`config.mk`:
```
export PLATFORM = sky130hd
export DESIGN_NAME = bin_to_bcd_seq
export DESIGN_NICKNAME = d
export VERILOG_FILES = /design/src/rtl/bin_to_bcd_seq.sv
export SDC_FILE = /design/constraint.sdc
export NUM_CORES = 1
export LEC_CHECK = 0
export BUFFER_PORTS_ARGS = -buffer_cell sky130_fd_sc_hd__clkbuf_2
export CAP_MARGIN = 40
export CORE_MARGIN = 2
export CORE_UTILIZATION = 49
export CTS_CLUSTER_SIZE = 12
export DETAILED_ROUTE_END_ITERATION = 10
export GPL_TIMING_DRIVEN = 0
export PLACE_DENSITY = 0.7
export SLEW_MARGIN = 20
export SYNTH_ARGS = -nofsm -noshare
export SYNTH_HDL_FRONTEND = slang
export SYNTH_SLANG_ARGS = --single-unit
```
`constraint.sdc`:
```
create_clock -name CLOCK_50 -period 2.12 [get_ports CLOCK_50]
set_input_delay 0 -clock CLOCK_50 [delete_from_list [all_inputs] [get_ports CLOCK_50]]
set_output_delay 0 -clock CLOCK_50 [all_outputs]
set_load 0.01 [all_outputs]
```
`src/rtl/bin_to_bcd_seq.sv`:
```
// Sequential binary-to-BCD converter using shift-add-3 (double dabble).
// It processes one input bit per clock and uses a Start/Busy/Done handshake.
// The result registers keep their value until the next conversion completes.
// Optional feature macro: BCD_BLANK_LEAD_EN adds the Blank output, which flags leading zeros.
module bin_to_bcd_seq #(
    parameter int unsigned WIDTH  = 8,
    parameter int unsigned DIGITS = 3
) (
    input  logic                CLOCK_50,
    input  logic                Reset_n,
    input  logic                Start,
    input  logic [WIDTH-1:0]    Bin,
    output logic                Busy,
    output logic                Done,
    output logic [4*DIGITS-1:0] Bcd,
    output logic                Overflow
`ifdef BCD_BLANK_LEAD_EN
    ,
    output logic [DIGITS-1:0]   Blank
`endif
);

    localparam int unsigned BW    = 4 * DIGITS;
    localparam int unsigned TW    = BW + WIDTH;
    localparam int unsigned CNT_W = $clog2(WIDTH + 1);

    localparam logic [0:0] StIdle  = 1'b0;
    localparam logic [0:0] StShift = 1'b1;

    logic [0:0]       r_state;
    // Scratch BCD digits sit above the binary operand in a single shift register.
    logic [TW-1:0]    r_shift;
    logic [CNT_W-1:0] r_cnt;
    logic             r_ovf_acc;
    logic             r_done;
    logic [BW-1:0]    r_bcd;
    logic             r_ovf;

    logic [TW-1:0]    w_adj;
    logic [TW-1:0]    w_next;
    logic             w_carry;
    logic [BW-1:0]    w_result;
    logic             w_last;

    // Add 3 to every scratch digit that is 5 or more, before the shift.
    always_comb begin
        w_adj = r_shift;
        for (int i = 0; i < int'(DIGITS); i++) begin
            if (r_shift[WIDTH + 4*i +: 4] >= 4'd5) begin
                w_adj[WIDTH + 4*i +: 4] = r_shift[WIDTH + 4*i +: 4] + 4'd3;
            end
        end
    end

    // A bit that leaves the top digit means the value needs more digits than DIGITS.
    assign w_carry  = w_adj[TW-1];
    assign w_next   = {w_adj[TW-2:0], 1'b0};
    assign w_result = w_next[TW-1 -: BW];
    assign w_last   = (r_cnt == CNT_W'(1));

    // Conversion FSM, scratch shifter and the result registers.
    always_ff @(posedge CLOCK_50 or negedge Reset_n) begin
        if (!Reset_n) begin
            r_state   <= StIdle;
            r_shift   <= '0;
            r_cnt     <= '0;
            r_ovf_acc <= 1'b0;
            r_done    <= 1'b0;
            r_bcd     <= '0;
            r_ovf     <= 1'b0;
        end else begin
            r_done <= 1'b0;
            case (r_state)
                StIdle: begin
                    if (Start) begin
                        r_shift   <= {{BW{1'b0}}, Bin};
                        r_ovf_acc <= 1'b0;
                        r_cnt     <= CNT_W'(WIDTH);
                        r_state   <= StShift;
                    end
                end
                StShift: begin
                    r_shift   <= w_next;
                    r_ovf_acc <= r_ovf_acc | w_carry;
                    r_cnt     <= r_cnt - CNT_W'(1);
                    if (w_last) begin
                        r_bcd   <= w_result;
                        r_ovf   <= r_ovf_acc | w_carry;
                        r_done  <= 1'b1;
                        r_state <= StIdle;
                    end
                end
                default: r_state <= StIdle;
            endcase
        end
    end

    assign Busy     = (r_state == StShift);
    assign Done     = r_done;
    assign Bcd      = r_bcd;
    assign Overflow = r_ovf;

`ifdef BCD_BLANK_LEAD_EN
    logic [DIGITS-1:0] r_blank;
    logic [DIGITS-1:0] w_blank;
    logic              w_zero_run;

    // A digit is blanked when it and every higher digit are zero. The ones digit is never blanked.
    always_comb begin
        w_blank    = '0;
        w_zero_run = 1'b1;
        for (int i = int'(DIGITS) - 1; i >= 1; i--) begin
            w_zero_run = w_zero_run & (w_result[4*i +: 4] == 4'd0);
            w_blank[i] = w_zero_run;
        end
    end

    // Blank flags are updated together with Bcd on the final shift.
    always_ff @(posedge CLOCK_50 or negedge Reset_n) begin
        if (!Reset_n) begin
            r_blank <= '0;
        end else if (r_state == StShift && w_last) begin
            r_blank <= w_blank;
        end
    end

    assign Blank = r_blank;
`endif

endmodule
```
After elaboration in Yosys (flattened, before gate mapping)
Index checks and enable logic that the tools add are counted.
- add/subtract/negate cells: 4
- multiply operators: 0
- div/mod/pow operators: 0
- order comparisons: 3
- equality and inequality tests: 2
- shift operators: 0
- multiplexer cells: 14
- bitwise logic cells: 2
- reduce and logical (&&, ||, !) cells: 1
- operators with widths (operator ; count):
    $pmux W20 S2 ; 1
    $mux W20 ; 1
    $mux W4 ; 4
    $add A4 B2 Y4 const B ; 3
    $ge A4 B3 Y1 const B ; 3
    $pmux W4 S2 ; 1
    $mux W1 ; 5
    $eq A4 B1 Y1 const B ; 1
    $pmux W1 S2 ; 2
    $sub A4 B1 Y4 const B ; 1
    $ne A2 B2 Y1 const B ; 1
    $reduce_and A2 Y1 ; 1
    $not A1 Y1 ; 1
    $or A1 B1 Y1 ; 1
- bits in registers: 40
- latch bits: 0
- RAM bits: 0
- ROM bits: 0
- input port bits: 11
- output and inout bits: 15
- logic and storage cells: 33
- memories: 0

Logic depth before layout (Yosys ltp)
Gate-level depths: netlist of run 1.
- depth in word-level cells: 4
- depth in mapped cells: 7
- depth with buffers taken out: 6

Worst setup path before layout of run 1
Ideal clock, no wire load.
- kind: reg2reg
- start: register r_state (netlist: Busy)
- end: register r_bcd[10] (netlist: Bcd[10])
- library setup time: 0.125 ns
- arrival: 1.562 ns
- data required time: 1.995 ns
- slack: 0.434 ns
- stages on the path, launching flop included: 6
- buffers on the path: 1
- period minus slack after synthesis: 1.686 ns
- cells stage by stage: dfrtp_1 > buf_4 > inv_2 > or4b_4 > clkinv_1 > mux2_2
- cells in the longest elaborated chain, start to end: 1
- ends and longest elaborated chain (what ; line ; RTL):
    from (decl) ; 30 ; logic [0:0] r_state;
    from (signal assigned) ; 64 ; r_state <= StIdle;
    from (signal assigned) ; 79 ; r_state <= StShift;
    from (signal assigned) ; 90 ; r_state <= StIdle;
    $reduce_and A2 Y1 (no line) ; n/a ;
    to (signal assigned) ; 87 ; r_bcd <= w_result;
    to (decl) ; 36 ; logic [BW-1:0] r_bcd;
No other way between the ends.
A chain may end at the register's enable or synchronous reset.

Final worst setup path of run 1
Ends and elaborated chain as after synthesis.

==> reports/results.ini, run 1 <==
[setup_path]
critPathBufInv=3
worstReg2RegStart=Busy
cp_data_arrival_time_ns=1.98
start_kind=flip-flop
path_cells=buf_4, inv_2, or4b_4, clkinv_1, mux2_2
crit_start=Busy
crit_type=flip-flop to flip-flop
slowest_stage=or4b_4
ff2ff_path_depth=5
crit_family=simple AND/OR/NAND/NOR gates
cp_num_cells=5
crit_end=Bcd[10]
critPathRequiredTime_ns=2.30
reg2reg_setup_slack_ns=0.32
cp-end-kind=flip-flop
r2r_end=Bcd[10]
slowest_delay_ns=0.55
crit_fanout=7

[logic_synthesis]
synth_cell_types=27
synth_seq_area_share_pct=53.5
synth_seq_cells=40
synthSimpleGateAreaFrac_pct=12.4
synth_top_family_by_area=compound AO/OA/AOI/OAI gates
synth_xor_area_share_pct=2.34
synth_edf_count=0
netlist_area_sq_um=1870
synth_top_area_share_pct=53.5
synth_area_leader_cell=dfrtp_1
yosys-top-cells-area=dfrtp_1 (54%), nand2_1 (6.6%), ha_1 (5.4%), mux2i_1 (4.8%), o22ai_1 (3.7%)
synth_compound_area_share_pct=14.0
syn_nets=203
synth_cells=184
synth_adder_area_share_pct=5.35
ys.flop_type=dfrtp_1
synth-warning-count=0
synthMuxAreaShare_pct=7.23
synthArstFlopShare_pct=100
syn_area_per_cell_sq_um=10.2

[timing]
max_freq_mhz=555
rsz0062_at_grt=no
hold_viol_final=0
drv_slew=0
fin_crit_sh_pct=85.0
setup_viol=0
worst_pin_slew_ns=0.529
fin_setup_tns_ns=0
fin_crit_ns=1.80
fin_skew_ns=0.00661
slew_headroom_pct=64.7

[detailed_routing]
via_per_inst=5.38
num_vias=1448
wl_per_cell_um=14.0
drtIter0Drc=74
routed_wl_mm=3.78
final_antenna_net_count=0
drt_pass1_iterations=4
drc=0

[finish]
fill_cells=323
syn2layout_area_growth_pct=17.8
final_common_cell=dfrtp_1
layout_common_cells=dfrtp_1 (40), nand2_1 (33), clkbuf_2 (25)
final_util_pct=60.2
final_nets=239
drive_gt1_share_pct=19.0
num_antenna_cells=0

[cts]
cts_tree=built
clockBufferDepth=2
holdBufCountCts=3
root_buffer=clkbuf_8
cts_made_buffers=5
cts_resized=0
clkLatencyLatePin_ns=0.29
cts.htree.levels=2
cts_sinks=40
cts.clk_slew.worst_paths_ns=0.07
cts_setup_buffers=0

[placement]
portBuffers=25
gp_congestion=0.911
place_hpwl_mm=2.70

[global_routing]
grt_pass1_vias=1454
grt_max_degree=25
antenna_found_initial=0
overflow=0
grt_pass1_wl_mm=6.54
grt_usage_pct=20.4

[job]
drv_cap=0

[status]
status=complete, no violations

[floorplanning]
placementRows=22
die_area_sq_um=4330
die_x_um=65.8
coreArea_sq_um=3660
start_util_pct=51.1
die_h_um=65.8
ioPinCount=26

[min_path]
hold_path.class=input port to flip-flop

[power_and_ir_drop]
p_per_area_nw_per_um2=1500
vdd_drop_max_mv=0.611
leakage_uw=0.00104

tightest hold or removal path: cells and delay by family:
family | cells | cell delay [ns]
buffers and inverters | 1 | 0.07
muxes | 1 | 0.05
AOI/OAI and AO/OA | 1 | 0.13
power by group:
part           total (uW)  leakage (uW)  switching, uW  internal, uW
clock network         525     0.0000455            259           266
registers            1340      0.000501            240          1100
logic                1450      0.000491            799           650
final cells by class:
class                   instances  area (sq um)  area share [%]
multi-input cells             124           773            35.1
well taps                      48          60.1            2.73
clock buffers                   8          90.1            4.09
flip-flops and latches         40          1000            45.5
inverters                      11          41.3            1.88
repair buffers                 29           183            8.30
plain buffers                   9          53.8            2.44
Yosys cell counts (2+ instances only):
cell type and n:
a21oi_1 10, buf_6 2, clkbuf_1 5, dfrtp_1 40, ha_1 8, inv_1 9
mux2_2 4, mux2i_1 9, nand2_1 33, nand2b_1 5, nor2_1 5, nor3_1 3
nor3b_1 4, o21ai_0 12, o21ai_1 9, o22ai_1 11, xnor2_1 5
metrics by stage:
| step | power [uW] | cells | cell area, sq um | setup WS, ns | hold WS, ns |
|---|---|---|---|---|---|
| 3_3_place_gp | 2700 | 257 | 2050 | 0.360 | 0.188 |
| 3_5_place_dp | 2810 | 258 | 2080 | 0.324 | -0.00144 |
| 4_1_cts | 3340 | 269 | 2200 | 0.308 | 0.000297 |
| 6_report | 3310 | 269 | 2200 | 0.319 | 0.00421 |
| 2_1_floorplan | 2380 | 184 | 1870 | 0.434 | -0.296 |
| 5_1_grt | 3600 | 269 | 2200 | 0.243 | 0.0197 |
sequential cells by signal, indices dropped and copies added, names as in the netlist:
signal	cells
r_shift	20
Done	1
Busy	1
Overflow	1
r_cnt	4
r_ovf_acc	1
Bcd	12
how the worst min path moves through the flow:
stage / start / to / slack, ns / cells after the start
floorplan: Reset_n / Bcd[0] / -0.30 / 0
global placement: Reset_n / Bcd[1] / 0.19 / 1
detailed placement: Reset_n / Bcd[1] / -0.001 / 1
CTS: Bin[5] / r_shift[5] / 0.0003 / 3
global route: Bin[5] / r_shift[5] / 0.02 / 3
finish: Bin[5] / r_shift[5] / 0.004 / 3
cells by family (layout without fill, tap and decap cells):
family,count (synthesis),in the layout
simple gates,51,51
compound gates,47,47
flops,40,40
buf+inv,20,57
mux,13,13
fa+ha+maj,8,8
xor+xnor,5,5
metal layers:
layer  routed length (um)  vias to the layer above  track usage (%)  share of wire [%]
met5                    0                        -                0                  0
met4                   50                        0             7.55                1.3
met3                  203                        6             5.65                5.4
met2                 1940                       46             35.5                 51
met1                 1580                      699             24.0                 42
li1                     -                      697                -                  -
(Power assumes the default switching activity.)
==> inputs of run 2 (changes only) <==
==> constraint.sdc (replaced) <==
create_clock -name CLOCK_50 -period 1.7 [get_ports CLOCK_50]
set_input_delay 0 -clock CLOCK_50 [delete_from_list [all_inputs] [get_ports CLOCK_50]]
set_output_delay 0 -clock CLOCK_50 [all_outputs]
set_load 0.01 [all_outputs]
==> run 2 against run 1 <==
Combinational power grew 39%. Sequential power grew 27%. Power is 32% higher. Critical path depth is 2 higher. Non-clock buffer count up 9. Clock power grew 24%. Critical path type unchanged. Global-route usage is the same. Clock skew barely moved. Maximum frequency increased by 9.2%. Design area increased by 6.2%.
==> reports/results.ini, run 2 (same netlist as run 1, synthesis figures left out) <==
[status]
status=complete, no violations  ; unchanged

[global_routing]
grt_usage_pct=20.4  ; unchanged
overflow=0  ; unchanged
antenna_found_initial=0  ; unchanged
grt_pass1_vias=1469  ; was 1454
grt_pass1_wl_mm=6.55  ; was 6.54 mm
grt_max_degree=25  ; unchanged

[timing]
fin_crit_ns=1.65  ; was 1.80 ns
setup_ws_ns=0.0505  ; was 0.319 ns
holdWs_ns=0.00621  ; was 0.00421 ns
fin_crit_sh_pct=97.0  ; was 85.0%
slew_headroom_pct=65.3  ; was 64.7%
drv_slew=0  ; unchanged
max_freq_mhz=606  ; was 555 MHz
hold_viol_final=0  ; unchanged
worst_pin_slew_ns=0.521  ; was 0.529 ns
fin_skew_ns=0.00702  ; was 0.00661 ns
setup_viol=0  ; unchanged

[finish]
seq_area_sq_um=1000  ; unchanged
final_common_cell=dfrtp_1  ; unchanged
regMostFlops=r_shift  ; unchanged
fill_cells=301  ; was 323
largest_register_ffs=20  ; unchanged
syn2layout_area_growth_pct=25.2  ; was 17.8%
multi_input_area_sq_um=807  ; was 773 sq um
final_nets=248  ; was 239
final_cell_count_no_fill=278  ; was 269
drive_gt1_share_pct=26.5  ; was 19.0%
layout_common_cells=dfrtp_1 (40), nand2_1 (31), clkbuf_2 (25)  ; was dfrtp_1 (40), nand2_1 (33), clkbuf_2 (25)
final_area_sq_um=2340  ; was 2200 sq um
num_antenna_cells=0  ; unchanged

[cts]
root_buffer=clkbuf_8  ; unchanged
cts.clk_slew.worst_paths_ns=0.07  ; about the same
clockBufferDepth=2  ; unchanged
cts_made_buffers=5  ; unchanged
cts_sinks=40  ; unchanged
cts.htree.levels=2  ; unchanged
clkLatencyLatePin_ns=0.29  ; about the same
cts_tree=built  ; unchanged

[detailed_routing]
dr_wl_met3_um=171  ; was 203 um
via_per_inst=5.38  ; about the same
met1_length_mm=1.68  ; was 1.58 mm
final_antenna_net_count=0  ; unchanged
wl_per_cell_um=14.5  ; was 14.0 um
num_vias=1495  ; was 1448
routed_wl_mm=4.04  ; was 3.78 mm
drt_pass1_iterations=4  ; unchanged
route.met2.wl_mm=2.13  ; was 1.94 mm
drtIter0Drc=64  ; was 74
highest-signal-layer=met4  ; unchanged
drc=0  ; unchanged

[setup_path]
path_cells=inv_2, ha_4, or4b_4, buf_8, clkbuf_16, nand2_1, o21ai_1  ; was buf_4, inv_2, or4b_4, clkinv_1, mux2_2
slowest_stage=or4b_4  ; unchanged
reg2reg_setup_slack_ns=0.05  ; was 0.32 ns
crit_type=flip-flop to flip-flop  ; unchanged
cp-end-kind=flip-flop  ; unchanged
start_kind=flip-flop  ; unchanged
slowest_delay_ns=0.51  ; was 0.55 ns
crit_family=simple AND/OR/NAND/NOR gates  ; unchanged
critPathRequiredTime_ns=1.88  ; was 2.30 ns
crit_fanout=6  ; was 7
cp_data_arrival_time_ns=1.83  ; was 1.98 ns
critPathBufInv=3  ; unchanged

[placement]
placed_cell_area_sq_um=2080  ; unchanged
place_ws_ns=-0.0957  ; was 0.324 ns
placedCellCount=258  ; unchanged
gp_congestion=0.911  ; unchanged
place_hpwl_mm=2.70  ; unchanged
portBuffers=25  ; unchanged

[floorplanning]
die_area_sq_um=4330  ; unchanged
die_h_um=65.8  ; unchanged
ioPinCount=26  ; unchanged
placementRows=22  ; unchanged
coreArea_sq_um=3660  ; unchanged
start_util_pct=51.1  ; unchanged
die_x_um=65.8  ; unchanged

[min_path]
hold_path.class=input port to flip-flop  ; unchanged

[power_and_ir_drop]
p_per_area_nw_per_um2=1870  ; was 1500 nW/um^2
vdd_drop_max_mv=0.772  ; was 0.611 mV
leakage_uw=0.00110  ; was 0.00104 uW

[job]
drv_cap=0  ; unchanged

==> run 2: cell types whose count changed in the layout (fill, tap and decap cells not counted), sizes merged <==
cell | before | now
buf | 5 | 13
clkinv | 1 | 0
clkbuf | 38 | 39
inv | 10 | 11
==> run 2: worst paths after layout <==
path	from	end	depth (start not counted)
max in group asynchronous	Reset_n	Bcd[0]	3
min in group asynchronous	Reset_n	Bcd[1]	2
hold / removal	Bin[5]	r_shift[5]	3
setup reg to reg	r_cnt[1]	Bcd[2]	7
setup / recovery	r_cnt[1]	Bcd[2]	7
hold reg to reg	Bcd[0]	Bcd[0]	2
==> run 2: report_power, final <==
part           switching, uW  internal [uW]  leakage [uW]
Clock                    319            331     0.0000455
Sequential               325           1370      0.000501
Combinational           1070            948      0.000550
==> run 2: metal layers <==
layer / track usage [%] / up-vias
met5: 0 / -
met4: 7.55 / 0
met3: 5.65 / 6
met2: 35.7 / 34
met1: 23.8 / 740
li1: - / 715
==> run 2: repair_timing <==
action,4_1_cts,5_1_grt
hold endpoints to repair,18,0
setup buffers,1,7
cloned,0,1
gates resized for setup,3,14
endpoints found under the setup margin,2,14
pin swaps,0,1
hold buffers,3,0
==> run 2: cell type report <==
class	count	share of cell area (%)
Sequential cell	40	42.8
Multi-Input combinational cell	124	34.5
Timing Repair Buffer	38	11.4
Clock buffer	8	3.85
Buffer	9	2.78
Tap cell	48	2.57
Inverter	11	2.09
==> run 2: per-stage QoR <==
step                total power, uW  setup TNS (ns)  utilization, %
floorplan                      2960               0               -
global placement               3370          -0.120            56.1
detailed placement             3500          -0.186            56.9
CTS                            4190               0            60.6
global route                   4730         -0.0265            63.9
finish                         4370               0            63.9
==> run 2: worst min-delay path, cell delays in order <==
cell	delay, ns
clkbuf_2	0.07
mux2i_1	0.05
o21ai_0	0.13
==> inputs of run 3 (changes only) <==
--- a/config.mk
+++ b/config.mk
@@ -8,11 +8,11 @@
 export BUFFER_PORTS_ARGS = -buffer_cell sky130_fd_sc_hd__clkbuf_2
 export CAP_MARGIN = 40
 export CORE_MARGIN = 2
-export CORE_UTILIZATION = 49
+export CORE_UTILIZATION = 56
 export CTS_CLUSTER_SIZE = 12
 export DETAILED_ROUTE_END_ITERATION = 10
 export GPL_TIMING_DRIVEN = 0
-export PLACE_DENSITY = 0.7
+export PLACE_DENSITY = 0.78
 export SLEW_MARGIN = 20
 export SYNTH_ARGS = -nofsm -noshare
 export SYNTH_HDL_FRONTEND = slang
==> run 3 against run 2 <==
Flip-flop and latch count unchanged. Largest cell class unchanged. Register-to-register slack got worse by 0.03 ns. Sequential share of layout area up 0.39 points. Critical path depth down 2. Combinational power barely moved. Routed wire length fell by 3.5%. Worst setup slack worse by 0.032 ns. Die area shrank 12%. Maximum frequency decreased by 1.9%. Via count rose by 1.1%. Final cell count is the same. Global-route usage is 2.9 points higher.
==> reports/results.ini, run 3 (same netlist as run 1, synthesis figures left out) <==
[global_routing]
grt_pass1_wl_mm=6.38  ; was 6.55 mm
grt_usage_pct=23.3  ; was 20.4%
grt_pass1_vias=1492  ; was 1469
grt_max_degree=22  ; was 25
antenna_found_initial=0  ; unchanged
overflow=0  ; unchanged

[setup_path]
slowest_delay_ns=0.55  ; was 0.51 ns
crit_type=flip-flop to flip-flop  ; unchanged
reg2reg_setup_slack_ns=0.02  ; was 0.05 ns
path_cells=buf_4, inv_2, or4b_4, inv_8, mux2_2  ; was inv_2, ha_4, or4b_4, buf_8, clkbuf_16, nand2_1, o21ai_1
critPathBufInv=3  ; unchanged
crit_fanout=7  ; was 6
cp-end-kind=flip-flop  ; unchanged
worstReg2RegStart=Busy  ; was r_cnt[1]
crit_family=simple AND/OR/NAND/NOR gates  ; unchanged
start_kind=flip-flop  ; unchanged
cp_data_arrival_time_ns=1.92  ; was 1.83 ns
slowest_stage=or4b_4  ; unchanged
r2r_end=Overflow  ; was Bcd[2]
critPathRequiredTime_ns=1.94  ; was 1.88 ns
ff2ff_path_depth=5  ; was 7

[placement]
place_hpwl_mm=2.67  ; was 2.70 mm
gp_congestion=0.823  ; was 0.911
place_ws_ns=-0.0814  ; was -0.0957 ns
placed_cell_area_sq_um=2080  ; about the same
portBuffers=25  ; unchanged

[power_and_ir_drop]
netSwitchingFraction_pct=40.3  ; was 39.3%
vdd_drop_max_mv=0.804  ; was 0.772 mV
p_sw_uw=1690  ; was 1710 uW
leakage_uw=0.00109  ; was 0.00110 uW
comb_power_share_pct=47.6  ; was 46.2%
p_int_uw=2490  ; was 2650 uW
clock_power_share_pct=12.1  ; was 14.9%
p_seq_share_pct=40.3  ; was 38.9%
p_per_area_nw_per_um2=1800  ; was 1870 nW/um^2

[timing]
setup_viol=0  ; unchanged
holdWs_ns=0.155  ; was 0.00621 ns
hold_viol_final=0  ; unchanged
fin_crit_sh_pct=98.9  ; was 97.0%
drv_slew=0  ; unchanged
worst_pin_slew_ns=0.564  ; was 0.521 ns
setup_ws_ns=0.0186  ; was 0.0505 ns
fin_skew_ns=0.0123  ; was 0.00702 ns
slew_headroom_pct=62.4  ; was 65.3%
fin_crit_ns=1.68  ; was 1.65 ns
fin_setup_tns_ns=0  ; unchanged
max_freq_mhz=595  ; was 606 MHz

[detailed_routing]
num_vias=1511  ; was 1495
routed_wl_mm=3.89  ; was 4.04 mm
via_per_inst=5.44  ; was 5.38
drtIter0Drc=131  ; was 64
drt_pass1_iterations=4  ; unchanged
drc=0  ; unchanged
final_antenna_net_count=0  ; unchanged
wl_per_cell_um=14.0  ; was 14.5 um

[cts]
cts.htree.levels=2  ; unchanged
cts_made_buffers=5  ; unchanged
clkLatencyLatePin_ns=0.35  ; was 0.29 ns
clockBufferDepth=2  ; unchanged
cts_sinks=40  ; unchanged
cts.clk_slew.worst_paths_ns=0.12  ; was 0.07 ns
root_buffer=clkbuf_4  ; was clkbuf_8
cts_tree=built  ; unchanged

[floorplanning]
coreArea_sq_um=3100  ; was 3660 sq um
start_util_pct=60.2  ; was 51.1%
placementRows=20  ; was 22
ioPinCount=26  ; unchanged
die_x_um=61.8  ; was 65.8 um
die_area_sq_um=3820  ; was 4330 sq um
die_h_um=61.8  ; was 65.8 um

[finish]
syn2layout_area_growth_pct=24.0  ; was 25.2%
final_area_sq_um=2320  ; was 2340 sq um
regMostFlops=r_shift  ; unchanged
drive_gt1_share_pct=23.1  ; was 26.5%
largest_register_ffs=20  ; unchanged
final_util_pct=74.7  ; was 63.9%
layout_common_cells=dfrtp_1 (40), nand2_1 (33), clkbuf_2 (25)  ; was dfrtp_1 (40), nand2_1 (31), clkbuf_2 (25)
fill_cells=222  ; was 301
final_common_cell=dfrtp_1  ; unchanged
num_antenna_cells=0  ; unchanged
final_nets=252  ; was 248

[job]
drv_cap=0  ; unchanged

[min_path]
hold_path.class=input port to asynchronous set/reset pin  ; was input port to flip-flop

[status]
status=complete, no violations  ; unchanged

==> run 3: power groups by stage <==
stage	Clock (uW)	Combinational, uW	Sequential, uW
6_report	506	1990	1690
4_1_cts	514	1880	1660
5_1_grt	551	2250	1740
3_3_place_gp	0	1710	1650
2_1_floorplan	0	1270	1690
3_5_place_dp	0	1830	1680
==> run 3: metrics by stage <==
stage / std cells / power, uW
after global placement: 253 / 3360
after global routing: 278 / 4540
after detailed placement: 254 / 3520
after floorplan: 184 / 2960
final: 278 / 4180
after CTS: 273 / 4050
==> run 3: routing by layer <==
layer	share of wire [%]	vias to the layer above	global-route usage (%)
met5	0	-	0
met4	1.6	0	12.8
met3	4.8	10	4.76
met2	50	50	39.2
met1	43	723	28.1
li1	-	728	-
==> run 3: timing repair <==
action / CTS / global route
endpoints found under the hold margin: 29 / 0
hold buffers: 10 / 0
setup endpoints to repair: 2 / 15
pin swaps: 0 / 1
buffers inserted: 1 / 5
gates resized for setup: 2 / 7
==> run 3: final cells by class <==
type | instances | area [sq um] | share of cell area [%]
clock buffer | 8 | 58.8 | 2.54
inverter | 11 | 48.8 | 2.10
sequential | 40 | 1000 | 43.2
multi-input combinational | 124 | 787 | 33.9
tap | 44 | 55.1 | 2.37
buffer | 9 | 57.6 | 2.48
timing repair buffer | 42 | 310 | 13.4
==> run 3: how the worst max path moves through the flow <==
stage,end,slack [ns],depth (start not counted),start
finish,Overflow,0.02,5,Busy
global route,Bcd[11],-0.02,7,Busy
CTS,Bcd[10],0.006,5,Busy
detailed placement,Bcd[10],-0.08,5,Busy
global placement,Bcd[10],-0.05,5,Busy
floorplan,Bcd[10],0.01,5,Busy
